==> src/rtl/dm_arb_pkg.sv <==
// ---------------------------------------------------------------------------
// dm_arb_pkg
// Shared types and constants for the data-memory arbiter slice.
//   dm_state_e  : arbiter sequencer states (IDLE, ACCESS, DONE)
//   PORT0/PORT1 : requester indices as carried on owner / gnt_idx
//   DM_ADDR_W   : default byte-address width toward the memory
//   DM_DATA_W   : default data width
// Configuration macro: DM_ARB_FIXED_PRIO_EN (see rr_arb2 / dm_arbiter).
// ---------------------------------------------------------------------------
package dm_arb_pkg;

   localparam int DM_ADDR_W = 8;
   localparam int DM_DATA_W = 8;

   localparam logic PORT0 = 1'b0;
   localparam logic PORT1 = 1'b1;

   typedef enum logic [1:0] {
      IDLE   = 2'd0,
      ACCESS = 2'd1,
      DONE   = 2'd2
   } dm_state_e;

endpackage : dm_arb_pkg

==> src/rtl/dm_arbiter_rr_arb2.sv <==
// ---------------------------------------------------------------------------
// rr_arb2
// Combinational two-way pick between requesters 0 and 1.
//   req_i[1:0] : raw request lines
//   ptr_i      : preferred port when both request (round-robin pointer)
//   gnt_idx_o  : index of the winning port (PORT0 when nobody requests)
//   any_req_o  : at least one request present
// Configuration macro: DM_ARB_FIXED_PRIO_EN -- when defined, port 0 always
// wins a tie and ptr_i is ignored.
// ---------------------------------------------------------------------------
module rr_arb2
   import dm_arb_pkg::*;
(
   input  logic [1:0] req_i,
   input  logic       ptr_i,
   output logic       gnt_idx_o,
   output logic       any_req_o
);

`ifdef DM_ARB_FIXED_PRIO_EN
   // The pointer has no meaning with a fixed priority order.
   logic unused_ptr;
   assign unused_ptr = ptr_i;
`endif

   always_comb begin
      any_req_o = |req_i;
      gnt_idx_o = PORT0;
      if (req_i == 2'b10) begin
         gnt_idx_o = PORT1;
      end else if (req_i == 2'b11) begin
`ifdef DM_ARB_FIXED_PRIO_EN
         gnt_idx_o = PORT0;
`else
         gnt_idx_o = ptr_i;
`endif
      end
   end

endmodule : rr_arb2

==> src/rtl/dm_arbiter.sv <==
// ---------------------------------------------------------------------------
// dm_arbiter
// Two-requester arbiter/sequencer in front of a single-port synchronous-read
// data memory (read-before-write). Each access takes IDLE -> ACCESS -> DONE.
//   clk, rst_n                      : clock, asynchronous active-low reset
//   req0/we0/addr0/wdata0           : port 0 request (CPU FSM)
//   done0/rdata0                    : port 0 completion pulse and read data
//   req1/we1/addr1/wdata1           : port 1 request (loader/debug)
//   done1/rdata1                    : port 1 completion pulse and read data
//   mem_addr/mem_din/mem_we         : memory address/data/write-enable
//   mem_dout                        : memory read data (registered in memory)
//   busy                            : high while in ACCESS or DONE
//   owner                           : port currently or last granted
//   state_dbg                       : current FSM state (dm_state_e encoding)
// Configuration macro: DM_ARB_FIXED_PRIO_EN -- port 0 wins ties and the
// round-robin pointer is removed; default build is round-robin.
//
// Handshake: a requester raises reqN with weN/addrN/wdataN and holds them
// stable until doneN. Inputs are sampled only in IDLE. doneN is a one-cycle
// pulse and rdataN is valid while it is high (old contents on a write).
// Keeping reqN high after doneN requests another access; dropping reqN
// after the grant does not abort the access in flight.
// ---------------------------------------------------------------------------
module dm_arbiter
   import dm_arb_pkg::*;
#(
   parameter int ADDR_W = DM_ADDR_W,
   parameter int DATA_W = DM_DATA_W
) (
   input  logic              clk,
   input  logic              rst_n,
   input  logic              req0,
   input  logic              we0,
   input  logic [ADDR_W-1:0] addr0,
   input  logic [DATA_W-1:0] wdata0,
   output logic              done0,
   output logic [DATA_W-1:0] rdata0,
   input  logic              req1,
   input  logic              we1,
   input  logic [ADDR_W-1:0] addr1,
   input  logic [DATA_W-1:0] wdata1,
   output logic              done1,
   output logic [DATA_W-1:0] rdata1,
   output logic [ADDR_W-1:0] mem_addr,
   output logic [DATA_W-1:0] mem_din,
   output logic              mem_we,
   input  logic [DATA_W-1:0] mem_dout,
   output logic              busy,
   output logic              owner,
   output logic [1:0]        state_dbg
);

   dm_state_e         state_q, state_d;
   logic [ADDR_W-1:0] mem_addr_q, mem_addr_d;
   logic [DATA_W-1:0] mem_din_q, mem_din_d;
   logic              mem_we_q, mem_we_d;
   logic              owner_q, owner_d;
   logic              done0_q, done0_d;
   logic              done1_q, done1_d;
   logic [DATA_W-1:0] rdata0_q, rdata0_d;
   logic [DATA_W-1:0] rdata1_q, rdata1_d;
   logic              arb_ptr;
   logic              gnt_idx;
   logic              any_req;

`ifdef DM_ARB_FIXED_PRIO_EN
   assign arb_ptr = PORT0;
`else
   logic rr_ptr_q, rr_ptr_d;
   assign arb_ptr = rr_ptr_q;
`endif

   rr_arb2 u_pick (
      .req_i     ({req1, req0}),
      .ptr_i     (arb_ptr),
      .gnt_idx_o (gnt_idx),
      .any_req_o (any_req)
   );

   always_comb begin
      state_d    = state_q;
      mem_addr_d = mem_addr_q;
      mem_din_d  = mem_din_q;
      mem_we_d   = mem_we_q;
      owner_d    = owner_q;
      done0_d    = 1'b0;
      done1_d    = 1'b0;
      rdata0_d   = rdata0_q;
      rdata1_d   = rdata1_q;
`ifndef DM_ARB_FIXED_PRIO_EN
      rr_ptr_d   = rr_ptr_q;
`endif
      unique case (state_q)
         IDLE: begin
            if (any_req) begin
               state_d = ACCESS;
               owner_d = gnt_idx;
               if (gnt_idx == PORT1) begin
                  mem_addr_d = addr1;
                  mem_din_d  = wdata1;
                  mem_we_d   = we1;
               end else begin
                  mem_addr_d = addr0;
                  mem_din_d  = wdata0;
                  mem_we_d   = we0;
               end
            end
         end
         ACCESS: begin
            // The memory acts on the edge that leaves ACCESS.
            state_d  = DONE;
            mem_we_d = 1'b0;
         end
         DONE: begin
            // mem_dout now holds the word as it was before this access.
            state_d = IDLE;
            if (owner_q == PORT1) begin
               done1_d  = 1'b1;
               rdata1_d = mem_dout;
            end else begin
               done0_d  = 1'b1;
               rdata0_d = mem_dout;
            end
`ifndef DM_ARB_FIXED_PRIO_EN
            rr_ptr_d = ~owner_q;
`endif
         end
         default: begin
            state_d  = IDLE;
            mem_we_d = 1'b0;
         end
      endcase
   end

   always_ff @(posedge clk or negedge rst_n) begin
      if (!rst_n) begin
         state_q    <= IDLE;
         mem_addr_q <= '0;
         mem_din_q  <= '0;
         mem_we_q   <= 1'b0;
         owner_q    <= PORT0;
         done0_q    <= 1'b0;
         done1_q    <= 1'b0;
         rdata0_q   <= '0;
         rdata1_q   <= '0;
      end else begin
         state_q    <= state_d;
         mem_addr_q <= mem_addr_d;
         mem_din_q  <= mem_din_d;
         mem_we_q   <= mem_we_d;
         owner_q    <= owner_d;
         done0_q    <= done0_d;
         done1_q    <= done1_d;
         rdata0_q   <= rdata0_d;
         rdata1_q   <= rdata1_d;
      end
   end

`ifndef DM_ARB_FIXED_PRIO_EN
   always_ff @(posedge clk or negedge rst_n) begin
      if (!rst_n) begin
         rr_ptr_q <= PORT0;
      end else begin
         rr_ptr_q <= rr_ptr_d;
      end
   end
`endif

   assign mem_addr  = mem_addr_q;
   assign mem_din   = mem_din_q;
   assign mem_we    = mem_we_q;
   assign owner     = owner_q;
   assign done0     = done0_q;
   assign done1     = done1_q;
   assign rdata0    = rdata0_q;
   assign rdata1    = rdata1_q;
   assign busy      = (state_q != IDLE);
   assign state_dbg = state_q;

endmodule : dm_arbiter

==> config.mk <==
export PLATFORM = sky130hd
export DESIGN_NAME = dm_arbiter
export DESIGN_NICKNAME = d
export VERILOG_FILES = /design/src/rtl/dm_arb_pkg.sv /design/src/rtl/dm_arbiter_rr_arb2.sv /design/src/rtl/dm_arbiter.sv
export SDC_FILE = /design/constraint.sdc
export NUM_CORES = 1
export LEC_CHECK = 0
export ABC_CLOCK_PERIOD_IN_PS = 1600
export CAP_MARGIN = 15
export CELL_PAD_IN_SITES_DETAIL_PLACEMENT = 0
export CELL_PAD_IN_SITES_GLOBAL_PLACEMENT = 2
export CORE_MARGIN = 3
export CORE_UTILIZATION = 24
export DETAILED_ROUTE_END_ITERATION = 10
export PLACE_DENSITY_LB_ADDON = 0.1
export SYNTH_ARGS = -nofsm -noshare
export SYNTH_HDL_FRONTEND = slang
export SYNTH_HIERARCHICAL = 1
export SYNTH_SLANG_ARGS = --single-unit
export TNS_END_PERCENT = 20
==> constraint.sdc <==
create_clock -name clk -period 1.6 [get_ports clk]
set_clock_uncertainty 0.05 [all_clocks]
set_input_delay 0.32 -clock clk [delete_from_list [all_inputs] [get_ports clk]]
set_output_delay 0.32 -clock clk [all_outputs]
set_load 0.02 [all_outputs]
## After elaboration in Yosys (flattened, before gate mapping)

Index checks and enable logic that the tools add are counted.
W data, S select, Z words.

| cells by class | value |
|---|---|
| equal/unequal tests | 5 |
| muxes and demuxes | 13 |
| bitwise gates (word level) | 2 |
| reductions and logical operators | 7 |

Operators by type and width:

| kind | number |
|---|---|
| $mux W8 | 2 |
| $mux W1 | 8 |
| $reduce_and A2 Y1 | 4 |
| $eq A2 B2 Y1 const B | 3 |
| $pmux W2 S2 | 1 |
| $eq A2 B1 Y1 const B | 1 |
| $logic_not A2 Y1 | 1 |
| $mux W2 | 1 |
| $ne A2 B2 Y1 const B | 1 |
| $not A1 Y1 | 2 |
| $pmux W1 S2 | 1 |
| $reduce_bool A2 Y1 | 1 |
| $reduce_or A2 Y1 | 1 |

| word-level totals | value |
|---|---|
| logic and storage cells | 37 |
| flip-flop bits (word level) | 39 |

## Longest topological paths before layout

| depth | value |
|---|---|
| depth after elaboration | 6 |
| depth in mapped cells | 6 |
| depth with buffers taken out | 4 |

## By module

Netlist, hierarchy kept.

Modules (own cells, without submodules):

| module | area each (sq um) | seq. area each (sq um) | times used | cells each |
|---|---|---|---|---|
| dm_arbiter | 1627.8 | 975.9 | 1 | 121 |
| rr_arb2 | 17.5 | 0.0 | 1 | 3 |

## Worst setup path before layout

OpenSTA, ideal clock, no wires.

| path | value |
|---|---|
| kind | flip-flop to flip-flop |
| start | reg state_q[0] (netlist: state_dbg[0]) |
| end | reg rdata0_q[0] (netlist: rdata0[0]) |
| required time | 1.425 ns |
| arrival time | 1.265 ns |
| setup slack | 0.161 ns |
| library setup time | 0.125 ns |
| path buffers | 0 |
| stages on the path, launching flop included | 4 |
| path through | dfrtp_1 nand2b_2 nor2_8 mux2_2 |

| on the way | value |
|---|---|
| cells in the longest elaborated chain, start to end | 2 |

Ends and longest elaborated chain:

| item | RTL line | RTL |
|---|---|---|
| start: declaration | dm_arbiter.sv:53 | `dm_state_e state_q, state_d;` |
| start signal: assignment | dm_arbiter.sv:147 | `state_q <= state_d;` |
| $eq A2 B2 Y1 | dm_arbiter.sv:93 | `unique case (state_q)` |
| $reduce_and A2 Y1 (no line) | n/a |  |
| end signal: assignment | dm_arbiter.sv:154 | `rdata0_q <= rdata0_d;` |
| end: declaration | dm_arbiter.sv:60 | `logic [DATA_W-1:0] rdata0_q, rdata0_d;` |

No other way between the ends.
A chain may end at the register's enable or synchronous reset.

## Final worst setup path

| path | value |
|---|---|
| start | reg state_q[1] (netlist: state_dbg[1]) |
| end | out state_dbg[1] |

RTL lines:

| item | RTL line | RTL |
|---|---|---|
| end: declaration | dm_arbiter.sv:50 | `output logic [1:0] state_dbg` |

No word-level cell between the ends.

==> metrics.txt <==
status=finished clean; commonest non-fill, non-tap cell in the layout=clkdlybuf4s50_1; dominant cells by area after synthesis=dfrtp_1 (59%), mux2_2 (12%), mux2i_1 (10%); part of the power in registers=34.0%; Avg Cell Area, Syn=13.3 µm²; I/O Pins=85; post-place instance area=2610 µm²; reg2reg end=rdata0[5]; Die Span X=88.8 µm; drt drc=0; vias in the first global route=1436; Seq/Total Area, Yosys=59.3%; postcts setup bufs=0; area of the multi-input gates=617 µm²; Final ANT Viol Nets=0; ant diodes=0; commonest non-fill, non-tap cells in the layout=clkdlybuf4s50_1 (44), dfrtp_1 (39), dlygate4sd2_1 (37); CTS H-tree lvls=2; CP arrival=1.15 ns; R2R Setup Slk=0.12 ns; vias per cell=4.35; Slew headroom=73.6%; Final Hold Vio Count=0; Final Slew Violations=0; Inserted Clock Buffers=5; TritonCTS Sinks=39; first-pass GRT wire length=6810 µm; Synth Warn #=6; Synth area leader=dfrtp_1; Max Cap Viol=0; M3 GR Usage=4.00%; GRT Max-Usage Layer=met2; gr usage total=11.3%; Register-to-Register Path Depth=4; slowest stage delay, CP=0.38 ns; endpoints failing setup=0; power per cell area=1860 nW/µm²; crit-path cells=buf_4, dlygate4sd2_1; share of cells above drive strength 1=18.7%; Worst Tran Pin Value=0.396 ns; Worst Path Buf+Inv=2; I/O Buffers=84; Skew-Pair Late Insertion Delay=0.28 ns; largest net degree at the start of global routing=25; Avg WL per Cell=14.3 µm; family with the most delay on the worst path=buffers and inverters; Routed WL=4240 µm; antenna violations before repair=0; fin crit share=94.7%; share of the synthesized area in the top cell type=59.3%; worst hold path type=input pin to async pin; WS Path Type=flop to primary output; DR iter-0 viols=42; met2 Use GR=19.3%; FMAX=0.660 GHz; Layout Nets=264; fillcell total=646; Worst-path clk slew=0.08 ns; Area Overhead vs Synth=63.9%; met1 GRT Util=13.3%; Synth Cell Area=1650 µm²; leakage=1.22 nW; Syn Inst Count=124; count of cell types in the netlist=20; Switch Pwr=1.93 mW; RSZ-0062 raised after global routing=no; Starting Density=25.3%; Clk network pwr share=16.8%; CP endpoint kind=primary output; DR pass1 iterations=4; Core Rows=29; Worst R2R Start=state_dbg[0]; gpl congestion=0.778; Bufs on Longest Clock Path=2; CTS tree=yes; register area=976 µm²; #FFs+latches synth=39; CP max stage cell=dfrtp_1; Switching Share=38.5%; P_int=3.09 mW; CTS root buf=clkbuf_8; fin area=2700 µm²; Detailed Place HPWL=3350 µm; Crit path required time=1.23 ns; Crit Path Max Fanout=6; gr ovfl total=0; fin crit period=1.52 ns; crit start category=flop; die area=7890 µm²; Comb pwr share=49.3%; Tot Pwr=5.02 mW; Post-Syn Nets=170; Die Height=88.8 µm; Core ar.=6490 µm²; DR vias=1289; Max rail drop VDD=691 µV
[worst reg2reg max path, delay by kind of cell, from the launching register on]
| family | cells | cell delay (ns) |
|---|---|---|
| and+or+nand+nor | 2 | 0.43 |
| buffers and inverters | 1 | 0.16 |
| muxes | 1 | 0.36 |
| DFF | 1 | 0.38 |
[area by class of cell]
| type | count | area share, % |
|---|---|---|
| Timing Repair Buffer | 92 | 32.6 |
| Tap cell | 77 | 3.57 |
| Clock buffer | 6 | 3.06 |
| Inverter | 3 | 0.418 |
| Sequential cell | 39 | 36.2 |
| Multi-Input combinational cell | 77 | 22.9 |
| Clock inverter | 2 | 1.30 |
[timing repair]
action                                  4_1_cts  5_1_grt
pin swaps                                     0        0
hold buffers                                  1        0
endpoints found under the hold margin        15        0
resized for setup                            39        3
endpoints found under the setup margin       38        3
[cells by family (layout without fill, tap and decap cells)]
group | Yosys count | in the layout | share of synthesized area (%)
DFF | 39 | 39 | 59.3
muxes | 34 | 34 | 22.0
and+or+nand+nor | 23 | 23 | 8.44
AOI/OAI and AO/OA | 20 | 20 | 6.84
buffers and inverters | 8 | 103 | 3.42
[how the worst max path moves through the flow]
stage,slack (ns),cells after the start,endpoint,startpoint
5_1_grt,0.009,6,mem_addr[1],req0
4_1_cts,-0.04,2,busy,state_dbg[0]
2_1_floorplan,0.16,3,rdata0[0],state_dbg[0]
6_report,0.08,2,state_dbg[1],state_dbg[1]
3_3_place_gp,-0.14,6,mem_addr[6],req0
3_5_place_dp,-0.18,6,mem_din[0],req0
[power by group through the flow]
stage	combinational (mW)	clock (mW)	sequential, mW
floorplan	0.879	0	2.35
global placement	2.81	0	1.72
detailed placement	2.85	0	1.75
CTS	2.52	0.875	1.72
global route	2.68	0.936	1.78
finish	2.47	0.842	1.71
[state kept, by name (all words and copies together) (netlist names)]
signal and cells:
done0 1, state_dbg 2, rdata0 8, mem_din 8, rdata1 8, mem_addr 8
arb_ptr 1, done1 1, mem_we 1, owner 1
[metal layers]
| metal | routed length [µm] | part of all wire (%) | vias to the layer above |
|---|---|---|---|
| met5 | 0 | 0 | - |
| met4 | 35 | 0.83 | 0 |
| met3 | 320 | 7.6 | 5 |
| met2 | 2140 | 50 | 49 |
| met1 | 1740 | 41 | 619 |
| li1 | - | - | 616 |
[synth_stat cells]
cell type / number
dfrtp_1: 39
mux2_2: 17
mux2i_1: 17
a21oi_1: 16
nor2_1: 16
inv_1: 3
buf_4: 2
buf_6: 2
a21boi_1: 1
a21o_1: 1
a21oi_2: 1
a311oi_1: 1
and2b_1: 1
clkbuf_4: 1
nand2b_2: 1
nand3b_2: 1
nor2_8: 1
nor3b_4: 1
or2_1: 1
or2_2: 1
[stage by stage]
stage	setup TNS (ns)	instances	hold WS (ns)	utilization (%)	setup WS, ns
floorplan	0	124	-0.0256	-	0.161
global placement	-2.15	287	0.224	40.2	-0.140
detailed placement	-2.72	287	0.225	40.2	-0.184
CTS	-0.0439	296	0.459	41.5	-0.0439
global route	0	296	0.462	41.5	0.00916
finish	0	296	0.445	41.5	0.0846
(Power assumes the default switching activity.)
